===== src/rtl/toggle_event_decoder.sv =====
// ---------------------------------------------------------------------------
// toggle_event_decoder
//
// Receive end of a toggle-encoded event line. The sender flips its output
// once per event; every level change seen here is turned back into one
// discrete event. Events queue up in a saturating pending counter and are
// handed to a consumer over a valid/ready handshake. A wrapping total-event
// counter and a sticky overflow flag record every detected event, including
// the ones dropped while the queue was full.
//
// Optional build macro:
//   TOGGLE_EVENT_DECODER_SYNC_EN - route tog_in through a 2-flop
//   synchronizer for a sender in a foreign clock domain. This adds two
//   cycles of latency. The startup phase also waits until the synchronizer
//   holds a real sample before it captures the reference level.
//
// Parameters:
//   CNT_W        width of the pending counter (max pending = 2^CNT_W-1)
//   TOT_W        width of the total-event counter (wraps)
//
// Ports:
//   clk          system clock, rising edge
//   reset        asynchronous, active-high reset
//   tog_in       toggle-encoded event line
//   enable       1 = detect events, 0 = absorb level changes silently
//   ev_ready     consumer takes one event this cycle when ev_valid=1
//   overflow_clr synchronous clear of the overflow flag
//   ev_valid     at least one event pending
//   pending      number of queued events
//   overflow     sticky: an event arrived while pending was saturated
//   total_count  all detected events, wrapping
// ---------------------------------------------------------------------------
module toggle_event_decoder #(
  parameter int CNT_W = 4,
  parameter int TOT_W = 16
) (
  input  logic             clk,
  input  logic             reset,
  input  logic             tog_in,
  input  logic             enable,
  input  logic             ev_ready,
  input  logic             overflow_clr,
  output logic             ev_valid,
  output logic [CNT_W-1:0] pending,
  output logic             overflow,
  output logic [TOT_W-1:0] total_count
);

  typedef enum logic {
    S_INIT,
    S_RUN
  } state_t;

  localparam logic [CNT_W-1:0] PEND_MAX = '1;

  state_t state;
  state_t state_nxt;
  logic   s;
  logic   ref_lvl;
  logic   detect;
  logic   accept;

`ifdef TOGGLE_EVENT_DECODER_SYNC_EN
  logic       sync1;
  logic       sync2;
  logic [1:0] init_cnt;
  logic [1:0] init_cnt_nxt;

  // Two-flop synchronizer for a sender in another clock domain. Both flops
  // clear on reset, so the startup phase must wait until real samples have
  // moved through them.
  always_ff @(posedge clk or posedge reset) begin
    if (reset) begin
      sync1 <= 1'b0;
      sync2 <= 1'b0;
    end else begin
      sync1 <= tog_in;
      sync2 <= sync1;
    end
  end

  assign s = sync2;
`else
  assign s = tog_in;
`endif

  // State register. With the synchronizer, a small counter also measures
  // the startup edges so that the reference level is captured only after
  // the synchronizer output shows the true line level.
  always_ff @(posedge clk or posedge reset) begin
    if (reset) begin
      state    <= S_INIT;
`ifdef TOGGLE_EVENT_DECODER_SYNC_EN
      init_cnt <= 2'd0;
`endif
    end else begin
      state    <= state_nxt;
`ifdef TOGGLE_EVENT_DECODER_SYNC_EN
      init_cnt <= init_cnt_nxt;
`endif
    end
  end

  // Next-state logic. S_INIT lasts one edge without the synchronizer and
  // three edges with it. S_RUN is left only through reset.
  always_comb begin
    state_nxt    = state;
`ifdef TOGGLE_EVENT_DECODER_SYNC_EN
    init_cnt_nxt = init_cnt;
`endif
    case (state)
      S_INIT: begin
`ifdef TOGGLE_EVENT_DECODER_SYNC_EN
        if (init_cnt == 2'd2) begin
          state_nxt = S_RUN;
        end else begin
          init_cnt_nxt = init_cnt + 2'd1;
        end
`else
        state_nxt = S_RUN;
`endif
      end
      S_RUN:   state_nxt = S_RUN;
      default: state_nxt = S_INIT;
    endcase
  end

  // Output logic. An event is a difference between the current sample and
  // the reference level, and it counts only in S_RUN. The startup level is
  // therefore never reported as an event.
  always_comb begin
    detect = 1'b0;
    if (state == S_RUN) begin
      detect = (s != ref_lvl) && enable;
    end
  end

  // The reference level follows the sample on every edge, in both states
  // and whether or not detection is enabled. In S_INIT this is the startup
  // capture. When enable=0, level changes are absorbed here, so turning
  // detection back on never produces a stale event.
  always_ff @(posedge clk or posedge reset) begin
    if (reset) begin
      ref_lvl <= 1'b0;
    end else begin
      ref_lvl <= s;
    end
  end

  assign ev_valid = (pending != '0);
  assign accept   = ev_valid && ev_ready;

  // Pending queue depth. A new event and a consumed event in the same cycle
  // cancel out. A new event with the queue full is dropped here and
  // recorded by the overflow flag instead.
  always_ff @(posedge clk or posedge reset) begin
    if (reset) begin
      pending <= '0;
    end else if (detect && !accept) begin
      if (pending != PEND_MAX) begin
        pending <= pending + 1'b1;
      end
    end else if (!detect && accept) begin
      pending <= pending - 1'b1;
    end
  end

  // Sticky overflow flag. The set condition is checked first so that an
  // overflow arriving in the same cycle as a clear is not lost.
  always_ff @(posedge clk or posedge reset) begin
    if (reset) begin
      overflow <= 1'b0;
    end else if (detect && !accept && (pending == PEND_MAX)) begin
      overflow <= 1'b1;
    end else if (overflow_clr) begin
      overflow <= 1'b0;
    end
  end

  // Running count of every detected event, including dropped ones. The
  // count wraps naturally at the counter width.
  always_ff @(posedge clk or posedge reset) begin
    if (reset) begin
      total_count <= '0;
    end else if (detect) begin
      total_count <= total_count + 1'b1;
    end
  end

endmodule


===== config.mk =====
export PLATFORM = sky130hd
export DESIGN_NAME = toggle_event_decoder
export DESIGN_NICKNAME = d
export VERILOG_FILES = /design/src/rtl/toggle_event_decoder.sv
export SDC_FILE = /design/constraint.sdc
export NUM_CORES = 1
export LEC_CHECK = 0
export ABC_AREA = 1
export ABC_CLOCK_PERIOD_IN_PS = 1700
export CAP_MARGIN = 5
export CORE_ASPECT_RATIO = 0.7
export CORE_MARGIN = 2
export CORE_UTILIZATION = 44
export DETAILED_ROUTE_END_ITERATION = 7
export PLACE_DENSITY = 0.72
export SLEW_MARGIN = 20
export SYNTH_ARGS = -nofsm -noshare
export SYNTH_HDL_FRONTEND = slang
export SYNTH_SLANG_ARGS = --single-unit

===== constraint.sdc =====
create_clock -name clk -period 1.7 [get_ports clk]
set_input_delay 0.17 -clock clk [delete_from_list [all_inputs] [get_ports clk]]
set_output_delay 0.17 -clock clk [all_outputs]
set_load 0.01 [all_outputs]

==> results.json <==
{
  "final.setup_skew_ns": 0.00335,
  "routed_via_density": 4.75,
  "cp-end-kind": "flip-flop",
  "drtIter0Drc": 32,
  "drc": 0,
  "tritoncts": "done",
  "cpMaxStageDelayCell": "dfrtp_2",
  "hpwl_mm": 2.04,
  "placed_area_um2": 1710,
  "numPlacedInstances": 220,
  "final_cell_area_um2": 1810,
  "htreeDepth": 1,
  "slowest_delay_ns": 0.44,
  "crit_arrival_ns": 1.86,
  "clkSinkCount": 23,
  "crit_path_frequent_cell": "nand2_4",
  "synth_area_leaders": "dfrtp_1 (46%), nand2_1 (13%), xor2_1 (4.9%)",
  "cts_root_buffer": "clkbuf_8",
  "track_usage_pct": 18.4,
  "hold_path_class": "input port to flip-flop",
  "nNetsFinal": 202,
  "cts_buffer_depth": 2,
  "synth.largest_area_cell": "dfrtp_1",
  "postCtsHoldBufs": 0,
  "vias": 1078,
  "total_power_w": 0.00213,
  "syn_area_um2": 1250,
  "insertion_delay_ns": 0.27,
  "diodes": 0,
  "slew_violations": 0,
  "grt_setup_unrepaired": "yes",
  "critPathBufInv": 1,
  "ant_nets": 0,
  "grt_pass1_vias": 994,
  "instances_no_fill": 227,
  "drtPass1Iterations": 4,
  "ys_seq_area_share_pct": 46.0,
  "fin_crit_ns": 1.69,
  "syn-instance-count": 144,
  "grt_pass1_wl_mm": 4.54,
  "crit_chain": "nor2_4, nand2_4, nand2_4, nand2_4, ha_4, nand2_2, nor2_2, nor2_2, inv_1, nand2_2, nand3_2, nand2_1, nand2_1",
  "io_buffers": 27,
  "dp_slack_ns": -0.304,
  "antenna_found_initial": 0,
  "synth_top_area_share_pct": 46.0,
  "p_per_area_nw_per_um2": 1180,
  "drt-total-wl_mm": 2.72,
  "crit_required_ns": 1.86,
  "rrSetupSlack_ns": 0.009,
  "ir_worst_vdd_v": 0.00101,
  "cts_buffers": 3,
  "synth.avg_cell_area_um2": 8.69,
  "io_pins": 28,
  "timing.fmax_ghz": 0.591,
  "finalCritPeriodShare_pct": 99.4,
  "maxCapViolCount": 0,
  "finalHoldViolations": 0,
  "fp-row-count": 16,
  "synth.distinct_cells": 24,
  "hold_ws_ns": 0.200,
  "worstSetupPathType": "flip-flop to flip-flop",
  "wl_per_cell_um": 12.0,
  "setup_ws_ns": 0.00938,
  "crit_family": "simple AND/OR/NAND/NOR gates",
  "path_clk_slew_ns": 0.08,
  "area_delta_synth_final_pct": 44.6,
  "drive_gt1_share_pct": 25.1,
  "finalWeightedCongestion": 0.838,
  "setup_violations": 0,
  "leakagePower_nw": 0.856,
  "synth_warnings": 0,
  "initial_core_util_pct": 45.6,
  "grt_max_degree": 24,
  "die_w_um": 67.7,
  "grt_remaining_overflow": 0,
  "die_area_um2": 3290,
  "syn-num-nets": 154,
  "die_y_um": 48.6,
  "nFillCells": 229,
  "yosys_register_bits": 23,
  "core-area_um2": 2740,
  "status": "finished, final reports clean",
  "crit_path_start_kind": "flip-flop",
  "critPathMaxFanout": 4
}
[path summary, 6_finish.rpt]
kind | start | end | depth (start not counted)
worst max-delay path | pending[2]$_DFFE_PP0P_ | pending[3]$_DFFE_PP0P_ | 13
worst min-delay path | tog_in | ref_lvl$_DFF_PP0_ | 1
worst max register to register | pending[2]$_DFFE_PP0P_ | pending[3]$_DFFE_PP0P_ | 13
worst min register to register | total_count[14]$_DFFE_PP0P_ | total_count[14]$_DFFE_PP0P_ | 2
max in group asynchronous | reset | pending[2]$_DFFE_PP0P_ | 3
min in group asynchronous | reset | total_count[1]$_DFFE_PP0P_ | 3
[stage by stage]
stage	util (%)	setup TNS, ns
floorplan	-	0
global placement	62.4	-0.485
detailed placement	62.4	-0.786
CTS	64.3	0
global route	66.0	-0.128
finish	66.0	0
[Yosys cell counts (all sizes together)]
cell type	instances
dfrtp	23
fa	1
and3	1
inv	16
xnor2	6
nand3	11
nor2	14
o22ai	1
a21oi	1
nand3b	1
buf	1
xor2	7
conb	1
o21ai	1
nor3	4
ha	3
nand2	47
nand4	5
[logic make-up (layout without fill, tap and decap cells)]
group	after synthesis	count (layout)	share of synthesized area (%)
buffers and inverters	17	64	5.70
AOI/OAI and AO/OA	3	3	1.30
other	1	1	0.300
DFF	23	23	46.0
xor gates and xnor gates	13	13	9.10
and+or+nand+nor	83	83	33.0
adders and majority gates	4	4	4.60
[final cells by class]
| cell class | count | area (µm²) | share of cell area (%) |
|---|---|---|---|
| inverters | 16 | 60.1 | 3.32 |
| clock buffers | 3 | 41.3 | 2.28 |
| flip-flops and latches | 23 | 579 | 32.0 |
| multi-input cells | 104 | 684 | 37.8 |
| repair buffers | 44 | 394 | 21.8 |
| clock inverters | 1 | 5.00 | 0.277 |
| well taps | 36 | 45.0 | 2.49 |
[worst reg2reg max path, delay by kind of cell, from the launching register on]
family	cells	cell delay [ns]
AND/OR/NAND/NOR	11	0.81
adder cells (fa/ha/maj)	1	0.26
flip-flops	1	0.44
buffers and inverters	1	0.07
[layer usage]
metal	up-vias	share of wire, %	GRT usage [%]
met4	0	0.40	3.06
li1	545	-	-
met2	25	51	29.4
met1	506	45	24.9
met5	-	0	0
met3	2	4.3	5.58
[registers in the layout, summed over array words and instances, names as in the netlist]
signal,cells
ref_lvl,1
pending,4
state,1
total_count,16
overflow,1
[power by group]
| part | internal (W) | switching (W) |
|---|---|---|
| combinational | 0.000525 | 0.000480 |
| sequential | 0.000662 | 0.000124 |
| clock | 0.000164 | 0.000180 |
[what timing repair did]
action                                  CTS  global route
buffers inserted                          1             2
resized for setup                         1            10
endpoints found under the setup margin    1             1
pin swaps                                 3            11
[layout by cell type (no fill, tap or decap), types with 2 or more instances in the layout]
cell	n
nor2_2	4
nand2_4	4
ha_4	2
nor2_1	7
buf_4	18
dfrtp_2	3
clkbuf_8	3
xnor2_1	6
xor2_1	7
nor3_1	3
inv_1	16
nand4_1	5
nand2_2	5
clkdlybuf4s50_1	25
nand3_1	9
dfrtp_1	20
nand2_1	38
nor2_4	3
(Power assumes the default switching activity.)
==> edit: new RTL, same settings <==
`TOT_W`: 16 -> 20.
--- a/src/rtl/toggle_event_decoder.sv
+++ b/src/rtl/toggle_event_decoder.sv
@@ -32,7 +32,7 @@
 // ---------------------------------------------------------------------------
 module toggle_event_decoder #(
   parameter int CNT_W = 4,
-  parameter int TOT_W = 16
+  parameter int TOT_W = 20
 ) (
   input  logic             clk,
   input  logic             reset,
Ports: changed (resized total_count); port bits go from 28 to 32. No check against the original RTL was run, so the function may have changed too.
==> edit against the original RTL <==
The flow now finishes with violations (setup timing). Cell area is 20% higher. Total power is 4.5% higher. Setup slack worse by 40 ps. Sequential power is 7.1% higher. Final cell count is 25% higher. Die area is 22% higher. Via count is 28% higher. Utilization is 0.74 points higher. Area after synthesis is 23% higher. Sequential cell count is 4 higher. Routed wire length is 31% higher. Synthesized cell count is 28% higher. Clock power is 10% higher. Critical path type unchanged. Largest cell class unchanged.
==> edit: results (changes against the original RTL) <==
Final layout:
- The fraction of area in non-clock buffers is 0.201 (was 0.218).
- The count of non-CTS buffers in the layout is 48 (was 44).
- The fraction of final layout cells sized beyond drive strength 1 is 0.246 (was 0.251).
- The count of non-CTS inverters in the layout is 28 (was 16).
- The portion of the layout cell area used by clock cells is 0.0225 (was 0.0256).
- The final net count is 247 (was 202).
- The count of flip-flops and latches is 27 (was 23).
- The count of multi-input gates is 129 (was 104).
- The proportion of cell area occupied by registers came to 0.313 (was 0.320).
- Registers with the most flip-flops: total_count: 20 flops, pending: 4 flops (was total_count: 16 flops, pending: 4 flops).

Route:
- The total vias in the final route is 1378 (was 1078).
- The mean routed wirelength per cell was 12.6 um (was 12.0 um).
- The number of DRC violations after detailed-routing iteration 0 was 76 (was 32).

Global routing:
- The largest net degree at the start of global routing is 28 (was 24).
- The first-pass GRT wire length was 5710 um (was 4540 um).
- The number of global-route vias before repair is 1272 (was 994).
- The global router's overall resource usage is 0.191 (was 0.184).

Place:
- The worst-case setup slack after placement was -276 ps (was -304 ps).
- The weighted congestion at the end of routability-driven global placement is 0.804 (was 0.838).
- The detailed placer's ending HPWL is 2640 um (was 2040 um).
- The number of buffers added on ports is 31 (was 27).

Worst hold path:
- The worst min-delay path category was primary input to async pin (was primary input to register).

STA:
- The clock tree skew after final layout was 11.7 ps (was 3.35 ps).
- The worst setup slack after layout came to -30.7 ps (was 9.38 ps).
- The number of setup violations in the final report is 1 (was 0).

Power and ir drop:
- The largest vdd supply drop is 0.638 mV (was 1.01 mV).
- The static leakage was 1.04 nW (was 0.856 nW).
- The ratio of total power to cell area was 1030 nW/um2 (was 1180 nW/um2).
- The clock group share of total power is 0.170 (was 0.161).

Setup path:
- The largest driver fanout on the critical path came to 5 (was 4).
- The delay of the slowest cell on the worst path is 420 ps (was 440 ps).
- The family with the most delay on the worst path is simple AND/OR/NAND/NOR gates (unchanged).

Outcome:
- Outcome: complete, but fails checks (was complete, no violations).
- The checks that failed: setup timing.

Synthesis:
- The number of nets produced by synthesis came to 194 (was 154).
- The part of the Yosys area used for sequential elements is 0.437 (was 0.460).
- Leading cell types by count after synthesis: 47 x nand2_1, 28 x inv_1, 27 x dfrtp_1 (was 43 x nand2_1, 23 x dfrtp_1, 16 x inv_1).
- The number of different library cells in the post-synthesis netlist is 22 (was 24).
edit: cell count changes after synthesis, moves of 2 or more:
cell	unedited run	this run
nor2_1	11	14
inv_1	16	28
nor3_2	0	2
dfrtp_1	23	27
nand2_1	43	47
xor2_1	7	10
nand2_2	3	6
nor2_4	1	3
nand3_1	10	14
nand4_1	5	9
nand2_4	1	4
edit: timing repair:
item	in CTS	in global routing
buffers inserted	0	2
setup endpoints to repair	0	3
gates resized for setup	0	14
edit: routing by layer:
metal,up-vias,GRT usage,share of wire
met2,38,0.295,0.46
met4,0,0.0298,0.0020
li1,686,-,-
met5,-,0,0
met3,2,0.0468,0.053
met1,652,0.276,0.48
edit: final timing paths:
path	startpoint	end	slack [ps]	depth (start not counted)
setup reg to reg	pending[1]	pending[3]	-30	13
hold reg to reg	total_count[19]	total_count[19]	510	2
max in group asynchronous	reset	pending[2]	1200	3
setup / recovery	pending[1]	pending[3]	-30	13
hold / removal	reset	total_count[0]	230	3
min in group clk	tog_in	ref_lvl	390	1
edit: logic make-up (layout without fill, tap and decap cells):
logic type      after synthesis  in the layout  synth area share
simple gates                107            107             0.363
buf+inv                      28             80            0.0680
flops                        27             27             0.437
xor+xnor                     15             15            0.0850
fa+ha+maj                     4              4            0.0373
compound gates                2              2           0.00729
other cells                   1              1           0.00243
edit: metrics by stage:
| step | utilization | hold slack, ps | TNS [ps] | cell area (um2) | instances |
|---|---|---|---|---|---|
| floorplan | - | 201 | -14.7 | 1580 | 184 |
| global placement | 0.635 | 476 | -425 | 2070 | 277 |
| detailed placement | 0.635 | 488 | -953 | 2070 | 277 |
| CTS | 0.650 | 252 | 0 | 2110 | 281 |
| global route | 0.667 | 295 | -164 | 2170 | 283 |
| finish | 0.667 | 233 | -30.7 | 2170 | 283 |
